$ cat src/rtl/memory_access_bus.sv
// Memory-access pipeline stage: drives a req/ack bus with byte enables and replicated
// store data, checks alignment, extracts/extends load data and aborts hung transfers.
module memory_access_bus #(
   parameter int DATA_WIDTH  = 32,
   parameter int ADDR_WIDTH  = 32,
   parameter int REG_WIDTH   = 32,
   parameter int REGNO_WIDTH = 5,
   parameter int TIMEOUT     = 255
) (
   input  logic                    clk,
   input  logic                    rst,
   input  logic                    i_stall,
   output logic                    o_mem_stall,
   output logic                    o_addr_error,
   output logic                    o_bus_error,
   input  logic [REGNO_WIDTH-1:0]  i_rd_no,
   input  logic [REG_WIDTH-1:0]    i_alu_result,
   input  logic [1:0]              i_lsu_op,
   input  logic                    i_lsu_lns,
   input  logic                    i_lsu_ext,
   input  logic [31:0]             i_mem_data,
   output logic [ADDR_WIDTH-1:0]   o_bus_addr,
   output logic [DATA_WIDTH-1:0]   o_bus_wdata,
   output logic [DATA_WIDTH/8-1:0] o_bus_be,
   output logic                    o_bus_rnw,
   output logic                    o_bus_req,
   input  logic                    i_bus_ack,
   input  logic [DATA_WIDTH-1:0]   i_bus_rdata,
   input  logic                    i_bus_err,
   output logic [REGNO_WIDTH-1:0]  o_rd_no,
   output logic [REG_WIDTH-1:0]    o_rd_val
);
   localparam int LANES = DATA_WIDTH / 8;
   localparam int OFS   = $clog2(LANES);
   localparam int CW    = ($clog2(TIMEOUT + 1) > 8) ? $clog2(TIMEOUT + 1) : 8;

   typedef enum logic {IDLE, BUSY} state_t;
   typedef enum logic [2:0] {SEL_ALU, SEL_BU, SEL_BS, SEL_HU, SEL_HS, SEL_WU, SEL_WS} sel_t;

   state_t                 state_reg, state_next;
   sel_t                   sel_reg, sel_next;
   logic                   accept, is_mem, misaligned, issue, ack_done, abort;
   logic [CW-1:0]          count_reg, count_next;
   logic [OFS-1:0]         offset_reg;
   logic [REG_WIDTH-1:0]   alu_reg;
   logic [31:0]            load_reg;
   logic [DATA_WIDTH-1:0]  wdata_next;
   logic [LANES-1:0]       be_next;

   always_comb begin
      accept     = (state_reg == IDLE) && !i_stall;
      is_mem     = (i_lsu_op != 2'b00);
      misaligned = ((i_lsu_op == 2'b10) && i_alu_result[0]) ||
                   ((i_lsu_op == 2'b11) && (i_alu_result[1:0] != 2'b00));
      issue      = accept && is_mem && !misaligned;
      ack_done   = (state_reg == BUSY) && i_bus_ack;
      count_next = count_reg + 1'b1;
      // A coincident ack takes priority over the watchdog.
      abort      = (state_reg == BUSY) && !i_bus_ack && (TIMEOUT != 0) &&
                   (count_next == CW'(TIMEOUT));

      state_next = state_reg;
      if (issue)
         state_next = BUSY;
      else if (ack_done || abort)
         state_next = IDLE;

      sel_next = SEL_ALU;
      if (i_lsu_lns) begin
         case (i_lsu_op)
            2'b01:   sel_next = i_lsu_ext ? SEL_BS : SEL_BU;
            2'b10:   sel_next = i_lsu_ext ? SEL_HS : SEL_HU;
            2'b11:   sel_next = i_lsu_ext ? SEL_WS : SEL_WU;
            default: sel_next = SEL_ALU;
         endcase
      end

      be_next    = '0;
      wdata_next = '0;
      case (i_lsu_op)
         2'b01: begin
            be_next    = LANES'(1) << i_alu_result[OFS-1:0];
            wdata_next = {LANES{i_mem_data[7:0]}};
         end
         2'b10: begin
            be_next    = LANES'(2'b11) << i_alu_result[OFS-1:0];
            wdata_next = {(LANES/2){i_mem_data[15:0]}};
         end
         2'b11: begin
            be_next    = LANES'(4'hF) << i_alu_result[OFS-1:0];
            wdata_next = {(LANES/4){i_mem_data}};
         end
         default: ;
      endcase
   end

   always_ff @(posedge clk or posedge rst) begin
      if (rst)
         state_reg <= IDLE;
      else
         state_reg <= state_next;
   end

   always_ff @(posedge clk or posedge rst) begin
      if (rst) begin
         o_mem_stall  <= 1'b0;
         o_addr_error <= 1'b0;
         o_bus_error  <= 1'b0;
         o_bus_addr   <= '0;
         o_bus_wdata  <= '0;
         o_bus_be     <= '0;
         o_bus_rnw    <= 1'b0;
         o_bus_req    <= 1'b0;
         o_rd_no      <= '0;
         alu_reg      <= '0;
         sel_reg      <= SEL_ALU;
         offset_reg   <= '0;
         count_reg    <= '0;
         load_reg     <= '0;
      end else begin
         o_mem_stall  <= (state_next == BUSY);
         o_addr_error <= 1'b0;
         o_bus_error  <= 1'b0;
         if (accept) begin
            o_rd_no    <= misaligned ? '0 : i_rd_no;
            o_addr_error <= misaligned;
            alu_reg    <= i_alu_result;
            sel_reg    <= sel_next;
            offset_reg <= i_alu_result[OFS-1:0];
            count_reg  <= '0;
            if (issue) begin
               o_bus_addr  <= i_alu_result[ADDR_WIDTH-1:0];
               o_bus_rnw   <= i_lsu_lns;
               o_bus_req   <= 1'b1;
               o_bus_be    <= be_next;
               o_bus_wdata <= wdata_next;
            end
         end else if (state_reg == BUSY) begin
            count_reg <= count_next;
            if (ack_done) begin
               o_bus_req <= 1'b0;
               load_reg  <= 32'(i_bus_rdata >> {offset_reg, 3'b000});
               if (i_bus_err) begin
                  o_bus_error <= 1'b1;
                  o_rd_no     <= '0;
               end
            end else if (abort) begin
               o_bus_req   <= 1'b0;
               o_bus_error <= 1'b1;
               o_rd_no     <= '0;
            end
         end
      end
   end

   always_comb begin
      case (sel_reg)
         SEL_BU:  o_rd_val = REG_WIDTH'(load_reg[7:0]);
         SEL_BS:  o_rd_val = REG_WIDTH'($signed(load_reg[7:0]));
         SEL_HU:  o_rd_val = REG_WIDTH'(load_reg[15:0]);
         SEL_HS:  o_rd_val = REG_WIDTH'($signed(load_reg[15:0]));
         SEL_WU:  o_rd_val = REG_WIDTH'(load_reg);
         SEL_WS:  o_rd_val = REG_WIDTH'($signed(load_reg));
         default: o_rd_val = alu_reg;
      endcase
   end
endmodule
$ cat config.mk
export PLATFORM = sky130hd
export DESIGN_NAME = memory_access_bus
export DESIGN_NICKNAME = d
export VERILOG_FILES = /design/src/rtl/memory_access_bus.sv
export SDC_FILE = /design/constraint.sdc
export NUM_CORES = 1
export LEC_CHECK = 0
export ABC_CLOCK_PERIOD_IN_PS = 6300
export CORE_MARGIN = 3
export CORE_UTILIZATION = 48
export DETAILED_ROUTE_END_ITERATION = 8
export GPL_TIMING_DRIVEN = 0
export PLACE_DENSITY_LB_ADDON = 0.1
export SYNTH_ARGS = -nofsm -noshare
export SYNTH_HDL_FRONTEND = slang
export SYNTH_SLANG_ARGS = --single-unit
$ cat constraint.sdc
create_clock -name clk -period 6.3 [get_ports clk]
set_clock_uncertainty 0.2 [all_clocks]
set_input_delay 0.63 -clock clk [delete_from_list [all_inputs] [get_ports clk]]
set_output_delay 0.63 -clock clk [all_outputs]
set_load 0.05 [all_outputs]
Word-level counts from Yosys, hierarchy flattened
Cells that the tools add are included.

storage, ports and cells
  register bits after elaboration = 155
  bits in latches = 0
  memory bits (writable) = 0
  ROM bits = 0
  input bits = 110
  output and inout bits = 110
  logic and storage cells = 85
  memories = 0

operators by class
  add/subtract/negate cells = 1
  $mul = 0
  divide/modulo/power cells = 0
  order comparisons = 0
  equal/unequal tests = 12
  shift-type cells = 4
  multiplexer cells = 29
  bitwise gates (word level) = 2
  reductions and logical operators = 23

operators by type and width
  kind                 count
  $pmux 32 s5          1
  $pmux 32 s3          1
  $shr 32x5->32        1
  $mux 5               6
  $mux 8               2
  $mux 1               13
  $pmux 4 s3           1
  $eq 3x3->1 const B   3
  $pmux 3 s3           1
  $reduce_and 3->1     3
  $add 8x1->8 const B  1
  $eq 8x8->1 const B   1
  $logic_and 1x1->1    8
  $reduce_bool 2->1    4
  $eq 3x2->1 const B   2
  $mux 3               2
  $eq 2x2->1 const B   2
  $mux 2               2
  $shl 1x2->4 const A  1
  $shl 2x2->4 const A  1
  $shl 4x2->4 const A  1
  $eq 3x1->1 const B   1
  $logic_not 1->1      3
  $ne 3x3->1 const B   1
  7 further kinds      9

Depth between registers and ports, before layout
Gate-level depths: netlist of the first run.

  depth after elaboration = 7
  depth in mapped cells = 8
  depth with buffers taken out = 6

Worst setup path before layout of the first run
Ideal clock, no wire load.

  path kind = register to output
  start = register sel_reg[1]
  end = output port o_rd_val[29]
  arrival = 2.013 ns
  data required time = 5.470 ns
  path slack = 3.457 ns
  cell stages (with the launch flop) = 7
  buffers on the path = 2
  cell sequence = dfrtp_1 > buf_6 > and3_4 > nor2_1 > clkbuf_1 > nor2_1 > a21oi_1

on the way
  cells in the longest elaborated chain, start to end = 3
  elaborated cells between the ends (all ways) = 8
  those cells by class = 6 x eq/ne; 1 x mux; 1 x reduce/logical

RTL lines
  element                           line  text
  from (decl)                       41    sel_t sel_reg, sel_next;
  from (signal assigned)            128   sel_reg <= sel_next;
  $eq 3x3->1                        157   case (sel_reg)
  $reduce_or 2->1 (no source line)  --
  $pmux 32 s5 *                     157
  to (decl)                         31    output logic [REG_WIDTH-1:0] o_rd_val

Every way passes the cells marked *; elsewhere a longest branch is shown, timed or not.

Final worst setup path of the first run
  start = register sel_reg[1]
  end = output port o_rd_val[30]

Same word-level chain as after synthesis.

==> results.yml, run 1 <==
run_status:
  run_status: "finished, final reports clean"
sta:
  worst_pin_slew_ns: 1.023
  setup_viol: 0
  finalMaxSlewViolations: 0
  fin_ws_ns: 2.373
  timing.hold.ws_ns: 0.2715
  fmax_mhz: 254.6
  rsz0062_at_grt: "false"
  post-route-min-period_ns: 3.927
  period_share_pct: 62.34
  worst_slew_margin_rel_pct: 31.28
  hold_viol: 0
logic_synthesis:
  ys_warn_count: 0
  yosys-mux-area-fraction_pct: 10.91
  synthXorXnorAreaFrac_pct: 0.3531
  ys_ff_latch: 153
  syn_nets: 913
  synth_top_family_by_area: "simple AND/OR/NAND/NOR gates"
  yosysSeqAreaShare_pct: 51.45
  synthFlopType: "dfrtp_1"
  syn_area_per_cell_um2: 9.291
  synth-simple-area-share_pct: 17.82
  synth-async-reset-ratio_pct: 100.0
  synthCells: 801
  netlist_area_mm2: 0.007442
  synth-compound-area-share_pct: 14.79
  ys_types: 44
  synth_fa_ha_area_share_pct: 0.3362
  synth_edf_count: 0
worst_hold_path:
  min_from: "o_bus_addr[9]$_DFFE_PP0P_"
  hp-class: "flip-flop to flip-flop"
  min_to: "o_bus_addr[9]$_DFFE_PP0P_"
  hold_depth: 2
floorplanning:
  initial_core_util_pct: 50.07
  dieHeight_um: 130.5
  ioPinCount: 220
  die_w_um: 130.5
  placementRows: 44
  core_mm2: 0.01486
  dieArea_mm2: 0.01703
worst_setup_path:
  max_stage_delay_ns: 0.84
  r2r.worst_path.cells: 4
  cp_slowest_cell: "clkdlybuf4s50_1"
  cp_top_family: "buffers and inverters"
  worstPathCellList: "buf_6 -> and3_4 -> nor2_1 -> clkbuf_1 -> nor2_1 -> a21oi_1 -> clkdlybuf4s50_1"
  crit_cells: 7
  r2r_setup_slack_ns: 4.09
  critPathMaxFanout: 10
  critPathMostFrequentCell: "nor2_1"
  critical_path_arrival_ns: 3.10
  worst_setup_path_end_kind: "output pin"
  path_buf_inv: 3
  r2r_start: "o_mem_stall$_DFFE_PP0P_"
  cp.required_ns: 5.47
  worstSetupPathType: "flip-flop to output pin"
  critPathLaunchType: "flip-flop"
  rr_endpoint: "load_reg[30]$_DFFE_PP0P_"
final_layout:
  areaGrowthSynthToFinish_pct: 40.69
  nets: 1149
  final_area_mm2: 0.01047
  drive_above_1_share_pct: 11.71
  diodes: 0
  final_core_util_pct: 70.44
route:
  wl_um: 22600
  routed_via_density: 5.503
  drcViolationCount: 0
  num_vias: 6791
  final_antenna_net_count: 0
  dr.pass1.iters: 6
  wl_per_cell_um: 18.32
  dr.first_iter.drc_count: 587
run:
  drv_cap: 0
pwr:
  combPwrFrac_pct: 43.6
  p_int_mw: 2.472
  p_sw_mw: 1.820
  finalPower_mw: 4.293
  power_frac_clock_pct: 24.7
  p_seq_share_pct: 31.8
  powerDensity_mw_per_mm2: 410.0
  p_leak_nw: 4.650
  swShare_pct: 42.40
  irDropWorstVdd_v: 0.0002807
grt:
  track_usage_pct: 26.77
  grt_pass1_wl_um: 35160
  grt_max_degree: 86
  antenna_found_initial: 0
  grt_pass1_vias: 6447
  grt-ovfl-total: 0
placed_design:
  hpwl_um: 16650
  io_buffers: 216
  dpl_cell_area_mm2: 0.009867
  dp_slack_ns: 2.843
  gp_congestion: 0.8828
clock_network:
  post-cts-setup-buffers: 0
  cts_tree: "yes"
  cts.path.max_buffers: 2
  path_clk_slew_ns: 0.07
  cts_sinks: 153
  cts-root-buf: "clkbuf_16"
  htreeDepth: 4
  cts_hold_buf: 0
  post_cts_resize_count: 0
  clock_latency_ns: 0.42
  cts_made_buffers: 17
==> worst max path at each step <==
| stage | start | endpoint | slack, ns |
|---|---|---|---|
| floorplan | rst | alu_reg[10]$_DFFE_PP0P_ | 1.35 |
| global placement | rst | o_bus_addr[6]$_DFFE_PP0P_ | -0.78 |
| detailed placement | sel_reg[1]$_DFFE_PP0P_ | o_rd_val[30] | 2.84 |
| CTS | sel_reg[1]$_DFFE_PP0P_ | o_rd_val[30] | 2.36 |
| global route | sel_reg[1]$_DFFE_PP0P_ | o_rd_val[29] | 2.24 |
| finish | sel_reg[1]$_DFFE_PP0P_ | o_rd_val[30] | 2.37 |
==> worst reg2reg max path, stage by stage, from the launching register on <==
cell,delay [ns]
dfrtp_1,0.37
buf_4,0.19
nand2_1,0.26
nor3_1,0.87
a22o_1,0.25
==> cell type report <==
type | instances | area (um2)
buffer | 55 | 296.5
clock buffer | 17 | 425.4
clock inverter | 15 | 177.7
fill | 1188 | 4394
inverter | 7 | 31.28
multi-input combinational | 586 | 3291
sequential | 153 | 3829
tap | 184 | 230.2
timing repair buffer | 217 | 2190
==> cells in the mapped netlist (all sizes together), types with 6 or more instances <==
library cell  number  area [um2]
buf               37       227.7
a221o              8       80.08
mux2i             35       350.3
dfrtp            153        3829
a21oi             64       320.3
inv                7       26.27
nor3               6       30.03
nor2b             23       143.9
o21ai             59       299.0
mux2              41       461.7
a211oi             9       67.56
clkbuf            18       68.81
a22oi             14       105.1
a22o               9       78.83
nand2            227       852.1
a31oi              8       50.05
nor2              51       206.5
==> routing by layer <==
| metal | vias to the layer above | routed length (um) | GRT usage, % |
|---|---|---|---|
| li1 | 3219 | - | - |
| met1 | 3284 | 10180 | 38.33 |
| met2 | 253 | 10410 | 40.86 |
| met3 | 35 | 1520 | 5.854 |
| met4 | 0 | 492 | 8.590 |
| met5 | - | 0 | 0 |
==> logic make-up (layout without fill, tap and decap cells) <==
family	Yosys count	in the layout
and+or+nand+nor	321	321
AOI/OAI and AO/OA	184	184
DFF	153	153
muxes	76	76
buffers and inverters	62	311
xor gates and xnor gates	3	3
adders and majority gates	2	2
==> power groups by stage <==
stage / registers (mW) / logic (mW) / clock network [mW]
floorplan: 1.76 / 0.812 / 0
CTS: 1.36 / 1.87 / 1.07
finish: 1.36 / 1.87 / 1.06
global placement: 1.37 / 1.85 / 0
global route: 1.39 / 1.98 / 1.11
detailed placement: 1.38 / 1.87 / 0
==> placed cells by master (no fill, tap or decap), types with 3 or more instances in the layout <==
master             n
nand2_1          227
clkdlybuf4s50_1  216
dfrtp_1          153
a21oi_1           64
o21ai_0           56
nor2_1            47
mux2_2            41
mux2i_1           35
buf_2             26
nor2b_1           23
clkbuf_1          17
clkbuf_16         17
a22oi_1           14
a211oi_1           9
a22o_1             9
buf_4              8
a221o_1            8
a31oi_1            8
inv_6              7
nor3_1             6
inv_1              5
nor2_2             3
o21a_1             3
nand4_1            3
nand3_1            3
o22ai_1            3
clkinv_4           3
inv_8              3
==> metrics by stage <==
stage                     setup TNS [ns]  std cells
after floorplan                        0        801
after global placement           -118.75       1201
after detailed placement               0       1202
after CTS                              0       1234
after global routing                   0       1234
final                                  0       1234
Note: power is estimated with default switching activity, not from simulation.
==> run 2: changes to the inputs <==
--- a/config.mk
+++ b/config.mk
@@ -5,9 +5,9 @@
 export SDC_FILE = /design/constraint.sdc
 export NUM_CORES = 1
 export LEC_CHECK = 0
-export ABC_CLOCK_PERIOD_IN_PS = 6300
+export ABC_CLOCK_PERIOD_IN_PS = 3600
 export CORE_MARGIN = 3
-export CORE_UTILIZATION = 48
+export CORE_UTILIZATION = 43
 export DETAILED_ROUTE_END_ITERATION = 8
 export GPL_TIMING_DRIVEN = 0
 export PLACE_DENSITY_LB_ADDON = 0.1
==> constraint.sdc (replaced) <==
create_clock -name clk -period 3.6 [get_ports clk]
set_clock_uncertainty 0.2 [all_clocks]
set_input_delay 0.36 -clock clk [delete_from_list [all_inputs] [get_ports clk]]
set_output_delay 0.36 -clock clk [all_outputs]
set_load 0.05 [all_outputs]
==> run 2 against run 1 <==
Effect of this change: sequential cell count is the same; global-route usage shrank 2.0 points; wire length grew 1.9%; first-iteration DRC count shrank 26%; non-clock buffer count grew 3.
==> results.yml, run 2 (synthesis gave the netlist of run 1 again) <==
final_layout:
  areaGrowthSynthToFinish_pct: 41.66
  final_common_cell: "nand2_1"
  drive_above_1_share_pct: 12.06
  nets: 1152
  final_area_mm2: 0.01054
  final_cell_mix: "227 x nand2_1, 210 x clkdlybuf4s50_1, 153 x dfrtp_1"
  layoutNonFillerInstCount: 1274
route:
  drcViolationCount: 0
  num_vias: 6714
  dr.pass1.iters: 7
  dr.first_iter.drc_count: 437
  final_antenna_net_count: 0
  routed_via_density: 5.270
  wl_um: 23030
  wl_per_cell_um: 18.08
placed_design:
  place_inst: 1241
  gp_congestion: 0.8944
  hpwl_um: 17380
  dp_slack_ns: 0.3608
  dpl_cell_area_mm2: 0.009963
  io_buffers: 216
floorplanning:
  die_w_um: 137.6
  dieHeight_um: 137.6
  ioPinCount: 220
  initial_core_util_pct: 44.40
  dieArea_mm2: 0.01892
  core_mm2: 0.01676
  placementRows: 47
grt:
  grt_max_degree: 41
  grt-ovfl-total: 0
  grt_pass1_wl_um: 36070
  track_usage_pct: 24.79
  antenna_found_initial: 1
  grt_pass1_vias: 6515
clock_network:
  cts_hold_buf: 0
  path_clk_slew_ns: 0.07
  htreeDepth: 4
  cts.path.max_buffers: 2
  cts-root-buf: "clkbuf_16"
  cts_made_buffers: 17
  cts_tree: "yes"
  post_cts_resize_count: 1
  post-cts-setup-buffers: 0
  clock_latency_ns: 0.42
  cts_sinks: 153
sta:
  fin_tns_setup_ns: 0
  post-route-min-period_ns: 3.434
  fin_ws_ns: 0.1661
  rsz0062_at_grt: "false"
  fmax_mhz: 291.2
  setup_viol: 0
  finalMaxSlewViolations: 0
  worst_pin_slew_ns: 0.9624
  period_share_pct: 95.39
  hold_viol: 0
  worst_slew_margin_rel_pct: 35.34
pwr:
  p_int_mw: 4.215
  powerDensity_mw_per_mm2: 697.5
  p_sw_mw: 3.139
  swShare_pct: 42.68
  combPwrFrac_pct: 44.5
  power_frac_clock_pct: 23.1
  irDropWorstVdd_v: 0.0005458
  p_leak_nw: 4.700
  p_seq_share_pct: 32.5
run:
  drv_cap: 0
worst_setup_path:
  critPathLaunchType: "flip-flop"
  worst_setup_path_end_kind: "output pin"
  worstSetupPathType: "flip-flop to output pin"
  cp.required_ns: 3.04
  critPathMaxFanout: 10
  critical_path_arrival_ns: 2.87
worst_hold_path:
  hp-class: "input port to flip-flop"
run_status:
  run_status: "finished, final reports clean"
## run 2: cell types whose count changed in the layout (fill, tap and decap cells not counted), moves of 2 or more
cell,previous run,this run
buf_12,0,4
clkbuf_8,0,2
clkinvlp_4,0,3
clkdlybuf4s50_1,216,210
inv_8,3,0
bufinv_16,2,0
dlymetal6s2s_1,0,6
## run 2: path summary, 6_finish.rpt
check / startpoint / slack (ns) / endpoint / depth (start not counted)
max: sel_reg[2]$_DFFE_PP0P_ / 0.17 / o_rd_val[25] / 7
min: i_alu_result[0] / 0.06 / o_bus_addr[0]$_DFFE_PP0P_ / 3
max reg2reg: o_mem_stall$_DFFE_PP0P_ / 1.43 / o_bus_wdata[17]$_DFFE_PP0P_ / 7
min reg2reg: o_bus_addr[8]$_DFFE_PP0P_ / 0.27 / o_bus_addr[8]$_DFFE_PP0P_ / 2
max in group asynchronous: rst / 2.28 / o_bus_addr[21]$_DFFE_PP0P_ / 4
min in group asynchronous: rst / 0.13 / alu_reg[12]$_DFFE_PP0P_ / 2
## run 2: power groups by stage
stage | clock network (mW) | registers [mW] | logic, mW
global placement | 0 | 2.40 | 3.24
detailed placement | 0 | 2.41 | 3.27
CTS | 1.72 | 2.39 | 3.29
finish | 1.70 | 2.39 | 3.27
floorplan | 0 | 3.09 | 1.42
global route | 1.81 | 2.44 | 3.46
## run 2: layout make-up
cell class | count | area, um2
clock inverters | 13 | 107.6
inverters | 7 | 30.03
multi-input cells | 586 | 3291
plain buffers | 55 | 297.8
fillers | 1476 | 6217
well taps | 220 | 275.3
flip-flops and latches | 153 | 3829
clock buffers | 19 | 452.9
repair buffers | 220 | 2257
diodes | 1 | 2.502
## run 2: per-layer routing
| metal | vias to the layer above | GRT usage, % | part of all wire [%] |
|---|---|---|---|
| met5 | - | 0 | 0 |
| met4 | 0 | 6.430 | 1.2 |
| met3 | 18 | 6.099 | 7.0 |
| met2 | 201 | 39.43 | 48 |
| met1 | 3276 | 34.08 | 44 |
| li1 | 3219 | - | - |
## run 2: critical path: stages, from the launching register on
cell	delay, ns
dfrtp_1	0.39
buf_2	0.23
inv_1	0.10
nor2_1	0.41
buf_4	0.26
nand2_1	0.08
a21oi_1	0.16
clkdlybuf4s50_1	0.82
## run 2: per-stage QoR
step | hold WS, ns | total power, mW | util, %
finish | 0.06207 | 7.353 | 62.90
global route | 0.05833 | 7.712 | 62.90
CTS | 0.04669 | 7.404 | 62.80
detailed placement | 0.2607 | 5.686 | 59.45
global placement | 0.2585 | 5.647 | 58.97
floorplan | 0.2497 | 4.510 | -
